`src/rtl/div_ctrl_pkg.sv`:
```
// div_ctrl_pkg: shared types and constants for the restoring-division
// sequencer.
//   div_state_e    - controller states (IDLE, LOAD, SHIFT0, ITER, FIX, DONE)
//   ALU_SUBU/NOP   - ALU funct codes, the same encoding the multiplier controller uses
//   alu_for_state  - funct code driven while a given state is current
package div_ctrl_pkg;

  typedef enum logic [2:0] {
    IDLE   = 3'd0,
    LOAD   = 3'd1,
    SHIFT0 = 3'd2,
    ITER   = 3'd3,
    FIX    = 3'd4,
    DONE   = 3'd5
  } div_state_e;

  localparam logic [5:0] ALU_SUBU = 6'b100011;
  localparam logic [5:0] ALU_NOP  = 6'b000000;

  // Only the iteration state uses the subtractor; everything else idles the ALU.
  function automatic logic [5:0] alu_for_state(input div_state_e st);
    logic [5:0] funct;
    case (st)
      ITER:    funct = ALU_SUBU;
      default: funct = ALU_NOP;
    endcase
    return funct;
  endfunction

endpackage

```
`src/rtl/div_iter_counter.sv`:
```
// div_iter_counter: counts quotient iterations for div_control.
// Ports:
//   clk   - rising-edge clock
//   reset - synchronous active-high reset (count -> 0)
//   clr   - synchronous clear (count -> 0), has priority over inc
//   inc   - count up by one
//   term  - high while the count equals WIDTH-1 (last iteration in progress)
module div_iter_counter
  import div_ctrl_pkg::*;
#(
  parameter int WIDTH = 32,
  parameter int CNT_W = $clog2(WIDTH) + 1
) (
  input  logic clk,
  input  logic reset,
  input  logic clr,
  input  logic inc,
  output logic term
);

  logic [CNT_W-1:0] cnt_q;
  logic [CNT_W-1:0] cnt_d;

  // Next-count selection: clear wins over increment.
  always_comb begin
    cnt_d = cnt_q;
    if (clr) begin
      cnt_d = {CNT_W{1'b0}};
    end else if (inc) begin
      cnt_d = cnt_q + CNT_W'(1);
    end else begin
      cnt_d = cnt_q;
    end
  end

  // Count register with synchronous reset.
  always_ff @(posedge clk) begin
    if (reset) begin
      cnt_q <= {CNT_W{1'b0}};
    end else begin
      cnt_q <= cnt_d;
    end
  end

  assign term = (cnt_q == CNT_W'(WIDTH - 1));

endmodule

```
`src/rtl/div_control.sv`:
```
// div_control: sequencing FSM for a multi-cycle restoring divider.
// One quotient bit per ITER cycle: the datapath subtracts the divisor from
// rem_hi, writes the difference back when it is non-negative, then shifts the
// remainder register left inserting the quotient bit. FIX shifts rem_hi right
// once to undo the extra shift. Divide-by-zero skips the datapath entirely.
// Ports:
//   clk, reset   - rising-edge clock, synchronous active-high reset
//   run          - start request, sampled in IDLE (held high keeps DONE)
//   msb          - sign of (rem_hi - divisor), used only in ITER
//   div_zero     - divisor == 0 flag, used only in IDLE
//   load_ctrl    - load dividend / latch divisor (LOAD)
//   alu_ctrl     - ALU funct: SUBU in ITER, NOP otherwise
//   w_ctrl       - write ALU difference into rem_hi (ITER, msb == 0)
//   sll_ctrl     - shift remainder left inserting q_bit (SHIFT0, ITER)
//   q_bit        - quotient bit inserted on shift
//   srh_ctrl     - shift rem_hi right (FIX)
//   ready        - result valid (DONE)
//   dz           - divide-by-zero flag, valid with ready
module div_control
  import div_ctrl_pkg::*;
#(
  parameter int WIDTH = 32,
  parameter int CNT_W = $clog2(WIDTH) + 1
) (
  input  logic       clk,
  input  logic       reset,
  input  logic       run,
  input  logic       msb,
  input  logic       div_zero,
  output logic       load_ctrl,
  output logic [5:0] alu_ctrl,
  output logic       w_ctrl,
  output logic       sll_ctrl,
  output logic       q_bit,
  output logic       srh_ctrl,
  output logic       ready,
  output logic       dz
);

  div_state_e state_q, state_d;
  logic       dz_q, dz_d;
  logic       load_q, load_d;
  logic       sll_q, sll_d;
  logic       srh_q, srh_d;
  logic       ready_q, ready_d;
  logic [5:0] alu_q, alu_d;

  logic       cnt_clr_s;
  logic       cnt_inc_s;
  logic       cnt_term_s;

  // The count is cleared in LOAD so the first ITER cycle sees zero.
  assign cnt_clr_s = (state_q == LOAD);
  assign cnt_inc_s = (state_q == ITER);

  div_iter_counter #(
    .WIDTH (WIDTH),
    .CNT_W (CNT_W)
  ) u_iter_counter (
    .clk   (clk),
    .reset (reset),
    .clr   (cnt_clr_s),
    .inc   (cnt_inc_s),
    .term  (cnt_term_s)
  );

  // Next state and divide-by-zero flag.
  always_comb begin
    state_d = state_q;
    dz_d    = dz_q;
    case (state_q)
      IDLE: begin
        if (run) begin
          if (div_zero) begin
            state_d = DONE;
            dz_d    = 1'b1;
          end else begin
            state_d = LOAD;
            dz_d    = dz_q;
          end
        end else begin
          state_d = IDLE;
          dz_d    = dz_q;
        end
      end
      LOAD: begin
        state_d = SHIFT0;
        dz_d    = 1'b0;
      end
      SHIFT0: state_d = ITER;
      ITER: begin
        if (cnt_term_s) begin
          state_d = FIX;
        end else begin
          state_d = ITER;
        end
      end
      FIX: state_d = DONE;
      DONE: begin
        // A held run does not retrigger; the flag is dropped on the way out
        // so IDLE presents all-zero outputs.
        if (run) begin
          state_d = DONE;
          dz_d    = dz_q;
        end else begin
          state_d = IDLE;
          dz_d    = 1'b0;
        end
      end
      default: begin
        state_d = IDLE;
        dz_d    = 1'b0;
      end
    endcase
  end

  // Moore outputs decoded from the next state so the registered copies
  // line up with the state they belong to.
  always_comb begin
    load_d  = (state_d == LOAD);
    sll_d   = (state_d == SHIFT0) || (state_d == ITER);
    srh_d   = (state_d == FIX);
    ready_d = (state_d == DONE);
    alu_d   = alu_for_state(state_d);
  end

  // State and registered-output flops.
  always_ff @(posedge clk) begin
    if (reset) begin
      state_q <= IDLE;
      dz_q    <= 1'b0;
      load_q  <= 1'b0;
      sll_q   <= 1'b0;
      srh_q   <= 1'b0;
      ready_q <= 1'b0;
      alu_q   <= ALU_NOP;
    end else begin
      state_q <= state_d;
      dz_q    <= dz_d;
      load_q  <= load_d;
      sll_q   <= sll_d;
      srh_q   <= srh_d;
      ready_q <= ready_d;
      alu_q   <= alu_d;
    end
  end

  assign load_ctrl = load_q;
  assign sll_ctrl  = sll_q;
  assign srh_ctrl  = srh_q;
  assign ready     = ready_q;
  assign alu_ctrl  = alu_q;
  assign dz        = dz_q;

  // Non-negative difference: keep it and shift in a 1.
  assign w_ctrl = (state_q == ITER) & ~msb;
  assign q_bit  = (state_q == ITER) & ~msb;

endmodule

```
`config.mk`:
```
export PLATFORM = sky130hd
export DESIGN_NAME = div_control
export DESIGN_NICKNAME = d
export VERILOG_FILES = /design/src/rtl/div_ctrl_pkg.sv /design/src/rtl/div_iter_counter.sv /design/src/rtl/div_control.sv
export SDC_FILE = /design/constraint.sdc
export NUM_CORES = 1
export LEC_CHECK = 0
export CAP_MARGIN = 25
export CORE_MARGIN = 1
export CORE_UTILIZATION = 53
export CTS_BUF_LIST = sky130_fd_sc_hd__clkbuf_2
export CTS_CLUSTER_DIAMETER = 150
export DETAILED_ROUTE_END_ITERATION = 10
export PLACE_DENSITY = 0.85
export SYNTH_ARGS = -nofsm -noshare
export SYNTH_HDL_FRONTEND = slang
export SYNTH_SLANG_ARGS = --single-unit
```
`constraint.sdc`:
```
create_clock -name clk -period 2.2 [get_ports clk]
set_input_delay 0.55 -clock clk [delete_from_list [all_inputs] [get_ports clk]]
set_output_delay 0.55 -clock clk [all_outputs]
set_load 0.03 [all_outputs]
```
# After elaboration in Yosys (flattened, before gate mapping)
# Index checks and enable logic that the tools add are counted.
# Widths: inputs -> output; s select.
[classes] n_addsub=1 eq_ne=14 n_reduce_logical=5 n_mux=10 n_bitwise=3
[op_table] op="$pmux 3 s6" n=1
[op_table] op="$eq 3x2->1 const B" n=4
[op_table] op="$eq 3x3->1 const B" n=4
[op_table] op="$mux 3" n=4
[op_table] op="$add 6x1->6 const B" n=1
[op_table] op="$eq 3x1->1 const B" n=2
[op_table] op="$eq 6x5->1 const B" n=1
[op_table] op="$mux 6" n=1
[op_table] op="$ne 2x2->1 const B" n=3
[op_table] op="$reduce_and 4->1" n=1
[op_table] op="$logic_not 3->1" n=1
[op_table] op="$mux 1" n=3
[op_table] op="$pmux 1 s3" n=1
[op_table] op="$reduce_or 3->1" n=1
[op_table] op="$not 1->1" n=2
[op_table] op="$reduce_or 2->1" n=1
[op_table] op="$and 1x1->1" n=1
[op_table] op="$logic_or 1x1->1" n=1
[word_totals] elab_cells=41 out_inout_bits=13 ff_bits=20

# Longest topological paths before layout
# Gate-level depths: netlist (run 1).
[logic_depth] depth_word=5 ltp_mapped=4

# By module
# A second synthesis (run 1) with hierarchy kept.
[unflattened] hier_cells=76 area_unflattened_um2=699.4
[by_module_without_submodules] mod="div_control" area_each_um2=440.4 instances=1 cells_each=48
[by_module_without_submodules] mod="div_iter_counter" area_each_um2=259.0 instances=1 cells_each=28

# Worst setup path before layout (run 1)
# Ideal clock, no wire load.
[synth_timing] kind="input -> output" from="input msb" to="output w_ctrl" n_path_buf=1 t_arrival_ns=1.641 path_slack_ns=0.009 stages=2 cell_sequence="nor3b_1 -> buf_4"
[synth_between] elab_chain_len=2
[synth_rtl] item="start: declaration" line_no="div_control.sv:28" text="input logic msb,"
[synth_rtl] item="$not 1->1" line_no="div_control.sv:156" text="assign w_ctrl = (state_q == ITER) & ~msb;"
[synth_rtl] item="$and 1x1->1" line_no="div_control.sv:156"
[synth_rtl] item="end: declaration" line_no="div_control.sv:32" text="output logic w_ctrl,"
# Every way passes these cells.

# Worst setup path after layout (run 1)
[layout_timing] from="register state_q[1]" to="output q_bit"
[layout_between] elab_chain_len=2
[layout_rtl] item="start: declaration" line_no="div_control.sv:40" text="div_state_e state_q, state_d;"
[layout_rtl] item="start signal: assignment" line_no="div_control.sv:138" text="state_q <= state_d;"
[layout_rtl] item="$eq 3x2->1" line_no="div_control.sv:157" text="assign q_bit = (state_q == ITER) & ~msb;"
[layout_rtl] item="$and 1x1->1" line_no="div_control.sv:157"
[layout_rtl] item="end: declaration" line_no="div_control.sv:34" text="output logic q_bit,"
# Every way passes these cells.

==> summary.md, run 1 <==
| Metric | Value |
|---|---|
| Remaining Overflow, GRT | 0 |
| Cells after synthesis | 81 |
| Top cell type's share of synthesized area | 41.3% |
| Fin. Hold Viols | 0 |
| Slew Limit Fails | 0 |
| Yosys reg bits | 15 |
| Std cell rows | 12 |
| P_int | 0.420 mW |
| Core ar. | 1190 um2 |
| Final cell count without fillers | 106 |
| # placed instances | 102 |
| CP max FO | 15 |
| # hold bufs at CTS | 0 |
| Achievable Freq | 503 MHz |
| Met3 WL post-DR | 75 um |
| Register-to-Register Path Depth | 3 |
| Critical path launch point type | register |
| Initial antenna violation count | 0 |
| DR iter-0 viols | 20 |
| Ant. Diodes | 0 |
| Pin count of the biggest net entering global routing | 16 |
| Final-report setup violation count | 0 |
| Sequential area share after synthesis | 41.3% |
| Metal2 WL | 634 um |
| Worst setup EP type | primary output |
| Leading post-synthesis cells by instance count | dfxtp_1, a21oi_1, buf_4 |
| Required time worst endpoint | 1650 ps |
| Reg2reg start | state_q[1] |
| Synth top area cells | dfxtp_1, buf_4, a21oi_1 |
| Yosys top cell by area | dfxtp_1 |
| Tightest Hold Check Type | register to register |
| Gr usage total | 22.7% |
| Mean area per synthesized cell | 8.97 um2 |
| WL per Instance | 13.2 um |
| Residual DRC | 0 |
| Synth unique cells | 37 |
| Reg clk slew, reported paths | 140 ps |
| Largest family of logic cells by synthesized area | simple AND/OR/NAND/NOR gates |
| Simple-Gate Fraction of Synth Area | 26.7% |
| XOR/XNOR share of the synthesized area | 1.20% |
| H-tree Lvls | 1 |
| Total clock buffers created by CTS | 3 |
| Pre-antenna DRT Iters | 4 |
| Placer Congestion | 0.781 |
| Post-Synth Adder-Cell Area | 1.72% |
| WL met1 | 655 um |
| CTS root buf | clkbuf_2 |
| Top Metal Used | met4 |
| Die X | 39.0 um |
| Input/output buffers | 14 |
| Mapped cell area | 727 um2 |
| Compound-Gate Fraction of Synth Area | 18.6% |
| Post-synth EDFFs | 0 |
| CP endpoint | q_bit |
| Sw Pwr | 0.217 mW |
| CTS tree | built |
| IO Pins | 18 |
| Type of the worst setup path | register to primary output |
| Async S/R FF share, synth | 0% |
| Worst Path Arrival | 1440 ps |
| Cell Pwr Density | 752 nW/um2 |
| Setup TNS | 0 ps |
| Max Cap Violations | 0 |
| Clk_lat worst skew | 290 ps |
| DR vias | 625 |
| Die ar. | 1520 um2 |
| Combinational group share of total power | 27.4% |
| Proportion of layout cells with a drive suffix above 1 | 13.0% |
| Worst vdd ir | 0.534 mV |
| Clock Power Share | 21.4% |
| Ys flop type | dfxtp_1 |
| Unrepaired setup endpoints after global routing | no |
| Vias in the first global route | 544 |
| Leakage power | 0.313 nW |
| Crit path from | state_q[1] |
| Max Root-Sink Buffers | 2 |
| Via/cell ratio | 5.90 |
| Status | finished clean |
| Multiplexer share of the synthesized area | 0% |
| Tcrit/Tclk final | 90.4% |
| Switching Fraction | 34.1% |
| Power share of the sequential group | 51.2% |
| Fin crit period | 1990 ps |
| DRT Wirelength | 1.40 mm |
| R2R Setup Slk | 760 ps |
| Worst setup margin | 210 ps |
| Hpwl dp | 1.01 mm |
| Layout net count | 99 |
| Area Growth Syn to Fin | 16.5% |
| Pre-CTS setup slack | 242 ps |
| Routed Antenna Nets | 0 |
| Worst R2R End | u_iter_counter.cnt_q[4] |
| Initial Util | 61.3% |
| Die Height | 39.0 um |
| Ys Warns | 0 |
| CTS sink cnt | 15 |
| Skew final | 7.98 ps |
| Most common cell in the netlist | dfxtp_1 |
| First-pass GRT wire length | 2.30 mm |
==> routing by layer <==
metal | vias up | global-route usage, %
li1 | 309 | -
met1 | 287 | 28.5
met2 | 24 | 36.3
met3 | 5 | 3.47
met4 | 0 | 12.9
met5 | - | 0
==> worst min path at each step <==
| stage | from | to | slack [ps] | cells past startpoint |
|---|---|---|---|---|
| after CTS | u_iter_counter.cnt_q[0] | u_iter_counter.cnt_q[0] | 500 | 2 |
| after global placement | u_iter_counter.cnt_q[1] | u_iter_counter.cnt_q[1] | 460 | 2 |
| final | u_iter_counter.cnt_q[1] | u_iter_counter.cnt_q[1] | 490 | 2 |
| after detailed placement | u_iter_counter.cnt_q[0] | u_iter_counter.cnt_q[0] | 480 | 2 |
| after global routing | u_iter_counter.cnt_q[1] | u_iter_counter.cnt_q[1] | 520 | 2 |
| after floorplan | u_iter_counter.cnt_q[1] | u_iter_counter.cnt_q[1] | 450 | 2 |
==> cell type report <==
cell class | count | area [um2]
multi-input cells | 57 | 362
fillers | 100 | 339
flip-flops and latches | 15 | 302
repair buffers | 15 | 143
clock buffers | 4 | 20.0
well taps | 14 | 17.5
inverters | 1 | 3.75
==> power groups by stage <==
stage / combinational [mW] / sequential, mW / clock [mW]
4_1_cts: 0.174 / 0.325 / 0.139
6_report: 0.174 / 0.326 / 0.137
3_5_place_dp: 0.173 / 0.331 / 0
5_1_grt: 0.189 / 0.331 / 0.145
2_1_floorplan: 0.125 / 0.337 / 0
3_3_place_gp: 0.171 / 0.330 / 0
==> registers in the layout, indices dropped and copies added, names as in the netlist <==
signal	count
srh_ctrl	1
state_q	3
alu_ctrl	1
dz	1
sll_ctrl	1
u_iter_counter.cnt_q	6
ready	1
load_ctrl	1
==> critical path, stage by stage, from the launching register on <==
cell and delay (ps):
dfxtp_2 520, nand2b_2 160, nor3b_1 270, buf_4 210
==> kinds of logic after synthesis <==
family | after synthesis
adder cells (fa/ha/maj) | 1
AND/OR/NAND/NOR | 31
flip-flops | 15
other | 1
AO/OA/AOI/OAI | 21
buffers and inverters | 11
XOR/XNOR | 1
==> placed cells by master, fill, tap and decap left out, types with 3 or more instances in the layout <==
cell / count
a21oi_1: 6
buf_4: 3
clkbuf_2: 4
clkdlybuf4s50_1: 12
conb_1: 3
dfxtp_1: 14
nand2_1: 5
nor2_1: 3
nor2b_1: 4
o21ai_0: 4
==> stage by stage <==
stage | area, um2 | utilization [%] | power (mW) | hold WS, ps
final | 847 | 71.4 | 0.637 | 491
after global routing | 847 | 71.4 | 0.665 | 524
after detailed placement | 826 | 69.6 | 0.504 | 481
after floorplan | 734 | - | 0.462 | 449
after global placement | 826 | 69.6 | 0.502 | 460
after CTS | 846 | 71.3 | 0.638 | 499
==> repair_timing <==
item                       CTS  global route
hold endpoints to repair     0             0
resized for setup            0             1
setup endpoints to repair    0             2
buffers inserted             0             0
Power figures use the tool's default switching activity.
==> run 2: changes to the inputs <==
- REMOVE_ABC_BUFFERS: not set -> 1
==> run 2 against run 1 <==
  * Critical path depth unchanged
  * Fmax increased by 0.18%
  * First-iteration DRC count decreased by 70%
  * Sequential power decreased by 1%
  * Via count increased by 1.4%
  * Register-to-register slack got worse by 100 ps
  * Critical endpoint unchanged
  * Highest routed layer unchanged
==> summary.md, run 2 (synthesized netlist as in run 1, its figures left out) <==
| Metric | Value |
|---|---|
| Largest register by flop count | u_iter_counter.cnt_q |
| Tcrit/Tclk final | 90.3% |
| Required time worst endpoint | 1650 ps |
| Worst setup margin | 214 ps |
| Routed Antenna Nets | 0 |
| Core ar. | 1190 um2 |
| Ant. Diodes | 0 |
| Pre-antenna DRT Iters | 4 |
| Final core occ | 71.9% |
| Largest register FFs | 6 |
| Slew Limit Fails | 0 |
| Hold_ws | 491 ps |
| DR iter-0 viols | 6 |
| Status | finished clean |
| Power share of the sequential group | 50.7% |
| Remaining Overflow, GRT | 0 |
| Proportion of layout cells with a drive suffix above 1 | 12.9% |
| Via/cell ratio | 5.93 |
| Gr usage total | 23.0% |
| CTS sink cnt | 15 |
| Die Height | 39.0 um |
| Type of the worst setup path | register to primary output |
| Initial Util | 61.3% |
| Area Growth Syn to Fin | 17.4% |
| Max Cap Violations | 0 |
| Die X | 39.0 um |
| Placer Congestion | 0.813 |
| Achievable Freq | 503 MHz |
| Switching Fraction | 34.4% |
| CTS root buf | clkbuf_2 |
| Design area | 853 um2 |
| Setup Buffers After CTS | 0 |
| Clock Power Share | 20.3% |
| Skew final | 10.1 ps |
| H-tree Lvls | 1 |
| Commonest non-fill, non-tap cell in the layout | dfxtp_1 |
| Most frequent cells in the layout | dfxtp_1, clkdlybuf4s50_1, a21oi_1 |
| Final-report setup violation count | 0 |
| Critical path launch point type | register |
| Cell Pwr Density | 745 nW/um2 |
| Input/output buffers | 14 |
| Total clock buffers created by CTS | 3 |
| P_int | 0.417 mW |
| Initial antenna violation count | 0 |
| Cell Area, Placed | 833 um2 |
| Pin count of the biggest net entering global routing | 15 |
| Setup TNS | 0 ps |
| Worst Path Arrival | 1440 ps |
| Resize count post-CTS | 0 |
| Max Root-Sink Buffers | 2 |
| Residual DRC | 0 |
| Fin. Hold Viols | 0 |
| Vias in the first global route | 512 |
| Fin crit period | 1990 ps |
| Tightest Hold Check Type | register to register |
| Combinational group share of total power | 29.0% |
| Final cell count without fillers | 107 |
| Worst setup EP type | primary output |
| First-pass GRT wire length | 2.24 mm |
| CP max FO | 12 |
| Worst vdd ir | 0.454 mV |
| Hpwl dp | 1.02 mm |
| Std cell rows | 12 |
| CTS tree | built |
| Sw Pwr | 0.219 mW |
| Leakage power | 0.316 nW |
| DR vias | 634 |
| FILL cells | 107 |
| Pre-CTS setup slack | 214 ps |
| Biggest regs | u_iter_counter.cnt_q x6, state_q x3 |
| WL per Instance | 12.9 um |
| DRT Wirelength | 1.38 mm |
| # placed instances | 103 |
| Die ar. | 1520 um2 |
| Tot Pwr | 0.635 mW |
| Reg clk slew, reported paths | 150 ps |
| Layout net count | 100 |
| Unrepaired setup endpoints after global routing | no |
| Clk_lat worst skew | 280 ps |
| # hold bufs at CTS | 0 |
| IO Pins | 18 |
-- run 2: final timing paths --
path / startpoint / end / slack (ps) / cells after the start
min: u_iter_counter.cnt_q[1] / u_iter_counter.cnt_q[1] / 490 / 2
min reg2reg: u_iter_counter.cnt_q[1] / u_iter_counter.cnt_q[1] / 490 / 2
max reg2reg: state_q[2] / u_iter_counter.cnt_q[4] / 660 / 4
max: state_q[2] / q_bit / 210 / 3
-- run 2: power by group through the flow --
stage                     Clock, mW  Sequential [mW]  Combinational (mW)
after floorplan                   0            0.361              0.0761
after global placement            0            0.328               0.179
after detailed placement          0            0.329               0.183
after CTS                     0.134            0.322               0.184
after global routing          0.149            0.328               0.200
final                         0.129            0.322               0.184
-- run 2: routing by layer --
| metal | wire length [um] | track usage (%) | vias up |
|---|---|---|---|
| li1 | - | - | 311 |
| met1 | 627 | 25.6 | 298 |
| met2 | 651 | 37.1 | 23 |
| met3 | 75 | 10.4 | 2 |
| met4 | 20 | 10.3 | 0 |
| met5 | 0 | 0 | - |
-- run 2: cell type report --
class / count / area [um2] / area share (%)
Sequential cell: 15 / 300 / 35.2
Timing Repair Buffer: 16 / 150 / 17.6
Multi-Input combinational cell: 57 / 362 / 42.4
Tap cell: 14 / 17.5 / 2.05
Inverter: 1 / 3.75 / 0.440
Clock inverter: 1 / 5.00 / 0.587
Clock buffer: 3 / 15.0 / 1.76
-- run 2: critical path, stage by stage (launching register included) --
cell and delay, ps:
dfxtp_1 450, nand2b_2 240, nor3b_1 250, buf_4 210
==> run 3: changes to the inputs <==
- CAP_MARGIN: 25 -> 20
==> results of run 3 <==
No change in the layout: final DEF, timing and power equal those of run 2.
